## src/rtl/joy_serial_scan.sv

```systemverilog
// ---------------------------------------------------------------------------
// joy_serial_scan
//   Scans a daisy-chained parallel-in/serial-out controller shift register
//   (one chain for NUM_PLAYERS pads). Each frame pulses joy_load low for one
//   tick, then clocks out NUM_PLAYERS*BITS_PER_PLAYER bits with joy_clk and
//   waits GAP_TICKS idle ticks. Completed frames pass through a debounce
//   filter before they reach the joystick outputs.
//
// Ports
//   clk_sys_i     in   system clock, rising edge
//   reset_i       in   asynchronous active-high reset
//   enable_i      in   scan enable; low parks the bus (clk/load high)
//   joy_data_i    in   serial data from the chain (already synchronised)
//   joy_clk_o     out  shift clock to the chain (registered)
//   joy_load_o    out  parallel-load strobe, active low (registered)
//   joystick_o    out  debounced pad state, player p at [16p+15:16p]
//   frame_done_o  out  one-cycle pulse when a full shift phase completes
//
// States
//   state      | meaning
//   -----------+--------------------------------------------------------
//   S_IDLE     | bus parked high, waiting for enable on a tick
//   S_LOAD     | joy_load low for one tick period
//   S_SHIFT_LO | joy_clk low; data sampled on the closing tick
//   S_SHIFT_HI | joy_clk high; bit counter advances on the closing tick
//   S_GAP      | bus idle high for GAP_TICKS ticks between frames
// ---------------------------------------------------------------------------
module joy_serial_scan #(
  parameter int NUM_PLAYERS     = 2,
  parameter int BITS_PER_PLAYER = 12,
  parameter int CLK_DIV         = 40,
  parameter int GAP_TICKS       = 16,
  parameter int DEBOUNCE        = 2,
  parameter int ACTIVE_LOW      = 1
) (
  input  logic                      clk_sys_i,
  input  logic                      reset_i,
  input  logic                      enable_i,
  input  logic                      joy_data_i,
  output logic                      joy_clk_o,
  output logic                      joy_load_o,
  output logic [NUM_PLAYERS*16-1:0] joystick_o,
  output logic                      frame_done_o
);

  localparam int              PW        = (CLK_DIV > 1) ? $clog2(CLK_DIV) : 1;
  localparam int              JW        = NUM_PLAYERS * 16;
  localparam logic [PW-1:0]   PRESC_MAX = PW'(CLK_DIV - 1);
  localparam logic [1:0]      LAST_PL   = 2'(NUM_PLAYERS - 1);
  localparam logic [3:0]      LAST_PB   = 4'(BITS_PER_PLAYER - 1);
  localparam logic [7:0]      GAP_LOAD  = (GAP_TICKS > 0) ? 8'(GAP_TICKS - 1) : 8'd0;
  localparam logic [2:0]      DB_MAX    = 3'(DEBOUNCE);

  typedef enum logic [2:0] {
    S_IDLE,
    S_LOAD,
    S_SHIFT_LO,
    S_SHIFT_HI,
    S_GAP
  } state_t;

  state_t          state_q, state_d;
  logic [PW-1:0]   presc_q, presc_d;
  logic [1:0]      pl_q, pl_d;        // player index of the current bit
  logic [3:0]      pb_q, pb_d;        // bit index within that player
  logic [7:0]      gap_q, gap_d;
  logic [JW-1:0]   cur_q, cur_d;      // frame being assembled
  logic [JW-1:0]   prev_q, prev_d;    // last completed raw frame
  logic [2:0]      stab_q, stab_d;
  logic [JW-1:0]   joystick_q, joystick_d;
  logic            frame_done_q, frame_done_d;
  logic            joy_clk_q, joy_clk_d;
  logic            joy_load_q, joy_load_d;

  logic            tick;
  logic            last_bit;
  logic            sample;
  logic            frame_end;
  logic            sample_bit;

  assign tick       = (presc_q == PRESC_MAX);
  assign last_bit   = (pl_q == LAST_PL) && (pb_q == LAST_PB);
  assign sample_bit = (ACTIVE_LOW != 0) ? ~joy_data_i : joy_data_i;

  assign presc_d = tick ? '0 : presc_q + PW'(1);

  // Sequencer: every transition is gated by tick so the bus changes only on
  // prescaler boundaries. Dropping enable aborts from any state.
  always_comb begin
    state_d   = state_q;
    pl_d      = pl_q;
    pb_d      = pb_q;
    gap_d     = gap_q;
    sample    = 1'b0;
    frame_end = 1'b0;

    if (tick) begin
      if (!enable_i) begin
        state_d = S_IDLE;
        pl_d    = 2'd0;
        pb_d    = 4'd0;
      end else begin
        case (state_q)
          S_IDLE: begin
            state_d = S_LOAD;
          end
          S_LOAD: begin
            state_d = S_SHIFT_LO;
            pl_d    = 2'd0;
            pb_d    = 4'd0;
          end
          S_SHIFT_LO: begin
            sample  = 1'b1;
            state_d = S_SHIFT_HI;
          end
          S_SHIFT_HI: begin
            if (last_bit) begin
              frame_end = 1'b1;
              pl_d      = 2'd0;
              pb_d      = 4'd0;
              if (GAP_TICKS == 0) begin
                state_d = S_LOAD;
              end else begin
                state_d = S_GAP;
                gap_d   = GAP_LOAD;
              end
            end else begin
              state_d = S_SHIFT_LO;
              if (pb_q == LAST_PB) begin
                pb_d = 4'd0;
                pl_d = pl_q + 2'd1;
              end else begin
                pb_d = pb_q + 4'd1;
              end
            end
          end
          S_GAP: begin
            if (gap_q == 8'd0) begin
              state_d = S_LOAD;
            end else begin
              gap_d = gap_q - 8'd1;
            end
          end
          default: begin
            state_d = S_IDLE;
          end
        endcase
      end
    end
  end

  // Bits land directly in their player slot so unused upper bits of each
  // 16-bit lane are never written and stay zero.
  always_comb begin
    cur_d = cur_q;
    if (sample) begin
      for (int p = 0; p < NUM_PLAYERS; p++) begin
        for (int b = 0; b < BITS_PER_PLAYER; b++) begin
          if (pl_q == 2'(p) && pb_q == 4'(b)) begin
            cur_d[p*16+b] = sample_bit;
          end
        end
      end
    end
  end

  // Debounce: stab counts consecutive identical completed frames. The output
  // update happens one cycle after frame_done, once stab_q reflects the frame.
  always_comb begin
    prev_d     = prev_q;
    stab_d     = stab_q;
    joystick_d = joystick_q;

    if (frame_end) begin
      prev_d = cur_q;
      if (cur_q == prev_q) begin
        stab_d = (stab_q == DB_MAX) ? stab_q : stab_q + 3'd1;
      end else begin
        stab_d = 3'd1;
      end
    end

    if (frame_done_q && (stab_q == DB_MAX)) begin
      joystick_d = prev_q;
    end
  end

  // Bus outputs derive from the next state and are registered, so they
  // change only on the tick edge and load/clk can never be low together.
  assign frame_done_d = frame_end;
  assign joy_clk_d    = (state_d != S_SHIFT_LO);
  assign joy_load_d   = (state_d != S_LOAD);

  always_ff @(posedge clk_sys_i or posedge reset_i) begin
    if (reset_i) begin
      state_q      <= S_IDLE;
      presc_q      <= '0;
      pl_q         <= 2'd0;
      pb_q         <= 4'd0;
      gap_q        <= 8'd0;
      cur_q        <= '0;
      prev_q       <= '0;
      stab_q       <= 3'd0;
      joystick_q   <= '0;
      frame_done_q <= 1'b0;
      joy_clk_q    <= 1'b1;
      joy_load_q   <= 1'b1;
    end else begin
      state_q      <= state_d;
      presc_q      <= presc_d;
      pl_q         <= pl_d;
      pb_q         <= pb_d;
      gap_q        <= gap_d;
      cur_q        <= cur_d;
      prev_q       <= prev_d;
      stab_q       <= stab_d;
      joystick_q   <= joystick_d;
      frame_done_q <= frame_done_d;
      joy_clk_q    <= joy_clk_d;
      joy_load_q   <= joy_load_d;
    end
  end

  assign joy_clk_o    = joy_clk_q;
  assign joy_load_o   = joy_load_q;
  assign joystick_o   = joystick_q;
  assign frame_done_o = frame_done_q;

endmodule

```

## config.mk

```make
export PLATFORM = sky130hd
export DESIGN_NAME = joy_serial_scan
export DESIGN_NICKNAME = d
export VERILOG_FILES = /design/src/rtl/joy_serial_scan.sv
export SDC_FILE = /design/constraint.sdc
export NUM_CORES = 1
export LEC_CHECK = 0
export CORE_MARGIN = 1.5
export CORE_UTILIZATION = 50
export CTS_CLUSTER_SIZE = 14
export DETAILED_ROUTE_END_ITERATION = 16
export GPL_TIMING_DRIVEN = 1
export PLACE_DENSITY_LB_ADDON = 0.05
export SKIP_CTS_REPAIR_TIMING = 1
export SLEW_MARGIN = 20
export SYNTH_ARGS = -nofsm -noshare
export SYNTH_HDL_FRONTEND = slang
export SYNTH_SLANG_ARGS = --single-unit
```

## constraint.sdc

```tcl
create_clock -name clk_sys_i -period 4.79 [get_ports clk_sys_i]
set_input_delay 0.958 -clock clk_sys_i [delete_from_list [all_inputs] [get_ports clk_sys_i]]
set_output_delay 0.958 -clock clk_sys_i [all_outputs]
set_load 0.005 [all_outputs]
```

==> impl_results.md <==
- Cell row count: 35
- H-tree depth: 3
- Warning count from the yosys run: 0
- Count of final max-slew check failures: 0
- Worst supply voltage drop on vdd: 0.159 mV
- Register-to-register setup slack: 1.82 ns
- Count of maximum capacitance violations: 0
- Area of the core: 0.00924 mm^2
- GRT Util Overall: 19.8%
- Clock transition at path regs: 0.10 ns
- Worst min path class: flop to flop
- Number of cell instances on the worst register-to-register path: 8
- Die X-Extent: 101 um
- CP Launch Type: input port
- TritonCTS clock tree: built
- Remaining number of nets flagged by the antenna check after routing: 0
- Share of cells above drive strength 1: 12.2%
- Post-layout nets: 490
- Area of the die: 0.0101 mm^2
- Maximum number of pins on one net before global-route repair: 51
- Data arrival time at the worst-slack endpoint: 3.56 ns
- Setup repair after global routing missed its margin: no
- Initial cell density of the core: 51.5%
- Post-route core utilization: 57.9%
- Synth unique cells: 57
- Via/cell ratio: 5.24
- Clock buffer depth: 2
- Count of inserted antenna diode cells: 0
- Number of instances in the synthesized netlist: 451
- Sequential share of the synthesized area: 53.2%
- Antenna violations before repair: 0
- Gp weighted congestion: 0.821
- Worst-Margin Slew: 0.840 ns
- Final hold viol count: 0
- Vias in the first global route: 3072
- Worst R2R End: gap_q[7]
- Worst Path Required: 5.08 ns
- Post-synth EDFFs: 0
- Post-layout instance area: 0.00535 mm^2
- Commonest non-fill, non-tap cell in the layout: sky130_fd_sc_hd__dfrtp_1
- Fraction of synthesized cell area taken by the top area cell type: 52.1%
- Clock root cell: sky130_fd_sc_hd__clkbuf_8
- Type of the worst setup path: input port to flop
- Number of remaining DRC errors: 0
- Count of boundary I/O pins: 39
- Maximum clock skew at final layout: 0.00995 ns
- Primary FF master, synth: sky130_fd_sc_hd__dfrtp_1
- Total gr overflow: 0
- Via Count: 3199
- Start point of the critical path: enable_i
- Post-Route Hold Slack: 0.464 ns
- Largest fanout of any net on the critical path: 37
- Height of the die: 101 um
- Area of placed instances: 0.00513 mm^2
- Main area contributors after synthesis: sky130_fd_sc_hd__dfrtp_1, sky130_fd_sc_hd__nand2_1, sky130_fd_sc_hd__mux2_2
- Setup TNS after final layout: 0 ns
- Area growth from synthesis to layout: 12.5%
- Worst setup path endpoint: gap_q[7]
- Total standard cell area after synthesis: 0.00476 mm^2
- Synth Register Bits: 101
- Proportion of register bits with asynchronous set or reset after synthesis: 100%
- Per-cell routed wire length: 14.9 um
- Leakage: 2.53 nW
- Number of optimization iterations in the first detailed-route pass: 6
- Top library cells by usage in the layout, fill and taps aside: sky130_fd_sc_hd__dfrtp_1, sky130_fd_sc_hd__nand2_1, sky130_fd_sc_hd__o21ai_0, sky130_fd_sc_hd__clkdlybuf4s50_1, sky130_fd_sc_hd__mux2_2
- First-iteration detailed-routing DRC count: 164
- Half-perimeter wire length after detailed placement: 6.31 mm
- Outcome: finished clean
- R2r startpoint: pb_q[0]
- Global-route wire length before repair: 15.4 mm
- CP endpoint kind: flop
- Count of filler cells inserted in the layout: 844
- Total number of clock tree sinks: 101
- Number of CTS-inserted buffers: 9
- # port buffers: 30
- Part of the cycle the worst path needs: 68.1%
- Final setup vio count: 0
- F_max: 0.307 GHz
- Latest clock arrival within the worst-skew pair: 0.35 ns
- Total power divided by cell area: 277 mW/mm^2
- Final Critical Period: 3.26 ns
- Drt total wl: 9.10 mm
- Avg Cell Area, Syn: 10.5 um^2
- Leading area contributor after synthesis: sky130_fd_sc_hd__dfrtp_1
- Worst rel slew slack: 43.8%
[through the flow]
stage | power, mW | setup slack, ns | cells
4_1_cts | 1.50 | 1.53 | 611
3_5_place_dp | 0.914 | 1.16 | 596
6_report | 1.48 | 1.53 | 611
2_1_floorplan | 0.906 | 1.19 | 458
5_1_grt | 1.54 | 1.30 | 611
3_3_place_gp | 0.914 | 1.21 | 596
[area by class of cell]
cell class,instances,area (um^2),share of cell area (%)
Sequential cell,101,2530,47.3
Multi-Input combinational cell,317,2060,38.4
Clock inverter,4,72.6,1.36
Inverter,15,58.8,1.10
Timing Repair Buffer,34,330,6.17
Tap cell,129,161,3.02
Clock buffer,11,141,2.64
[how the worst min path moves through the flow]
stage	startpoint	cells after the start	slack, ns	endpoint
final	presc_q[0]	1	0.46	presc_q[0]
after detailed placement	presc_q[0]	1	0.45	presc_q[0]
after floorplan	presc_q[0]	1	0.43	presc_q[0]
after CTS	presc_q[0]	1	0.47	presc_q[0]
after global placement	presc_q[0]	1	0.44	presc_q[0]
after global routing	presc_q[0]	1	0.49	presc_q[0]
[layer usage]
metal | part of all wire (%) | track usage [%]
met3 | 3.1 | 2.77
met5 | 0 | 0
met2 | 48 | 31.7
met1 | 47 | 26.8
met4 | 2.1 | 9.10
[synth_stat cells (2+ instances only)]
library cell,number
sky130_fd_sc_hd__nand2_1,90
sky130_fd_sc_hd__clkbuf_1,9
sky130_fd_sc_hd__buf_2,4
sky130_fd_sc_hd__buf_4,10
sky130_fd_sc_hd__nor4_1,7
sky130_fd_sc_hd__dfrtp_1,99
sky130_fd_sc_hd__xor2_1,10
sky130_fd_sc_hd__nor2b_1,4
sky130_fd_sc_hd__and2b_1,4
sky130_fd_sc_hd__nor4_2,2
sky130_fd_sc_hd__a21oi_1,9
sky130_fd_sc_hd__nand2b_1,6
sky130_fd_sc_hd__a31oi_1,4
sky130_fd_sc_hd__inv_1,14
sky130_fd_sc_hd__or2_1,2
sky130_fd_sc_hd__and3_1,2
sky130_fd_sc_hd__o41ai_1,2
sky130_fd_sc_hd__a2bb2oi_1,2
sky130_fd_sc_hd__ha_1,8
sky130_fd_sc_hd__o31ai_1,11
sky130_fd_sc_hd__or4_4,2
sky130_fd_sc_hd__dfstp_2,2
sky130_fd_sc_hd__o21ai_0,30
sky130_fd_sc_hd__or3_1,4
sky130_fd_sc_hd__or4b_1,2
sky130_fd_sc_hd__mux2i_1,2
sky130_fd_sc_hd__or4_1,2
sky130_fd_sc_hd__mux2_2,24
sky130_fd_sc_hd__nor2_1,13
sky130_fd_sc_hd__nand3_1,10
sky130_fd_sc_hd__nand4_1,11
sky130_fd_sc_hd__a22oi_1,3
sky130_fd_sc_hd__xnor2_1,23
[cell families after synthesis]
family	after synthesis	synth area share [%]
and+or+nand+nor	175	19.2
DFF	101	53.2
AOI/OAI and AO/OA	67	9.02
buffers and inverters	40	4.21
xor gates and xnor gates	33	6.08
muxes	26	6.10
adders and majority gates	8	2.10
other	1	0.0788
[registers in the layout, summed over array words and instances (netlist names)]
signal / flops
presc_q: 6
joystick_o: 24
joy_clk_o: 1
pb_q: 4
joy_load_o: 1
frame_done_o: 1
pl_q: 2
gap_q: 8
state_q: 3
cur_q: 24
prev_q: 24
stab_q: 3
[worst max-delay path, stage by stage]
cell and delay [ns]:
sky130_fd_sc_hd__clkdlybuf4s50_1 0.57, sky130_fd_sc_hd__nand3_4 0.19, sky130_fd_sc_hd__or2_1 0.12, sky130_fd_sc_hd__buf_4 0.34, sky130_fd_sc_hd__clkinv_1 0.76, sky130_fd_sc_hd__nor4_1 0.47, sky130_fd_sc_hd__or2_1 0.14
[power by group]
group | total [mW] | switching [mW] | internal (mW)
combinational | 0.0407 | 0.0311 | 0.00969
sequential | 0.855 | 0.00161 | 0.854
clock | 0.586 | 0.280 | 0.305
total | 1.48 | 0.313 | 1.17
Power figures use the tool's default switching activity.
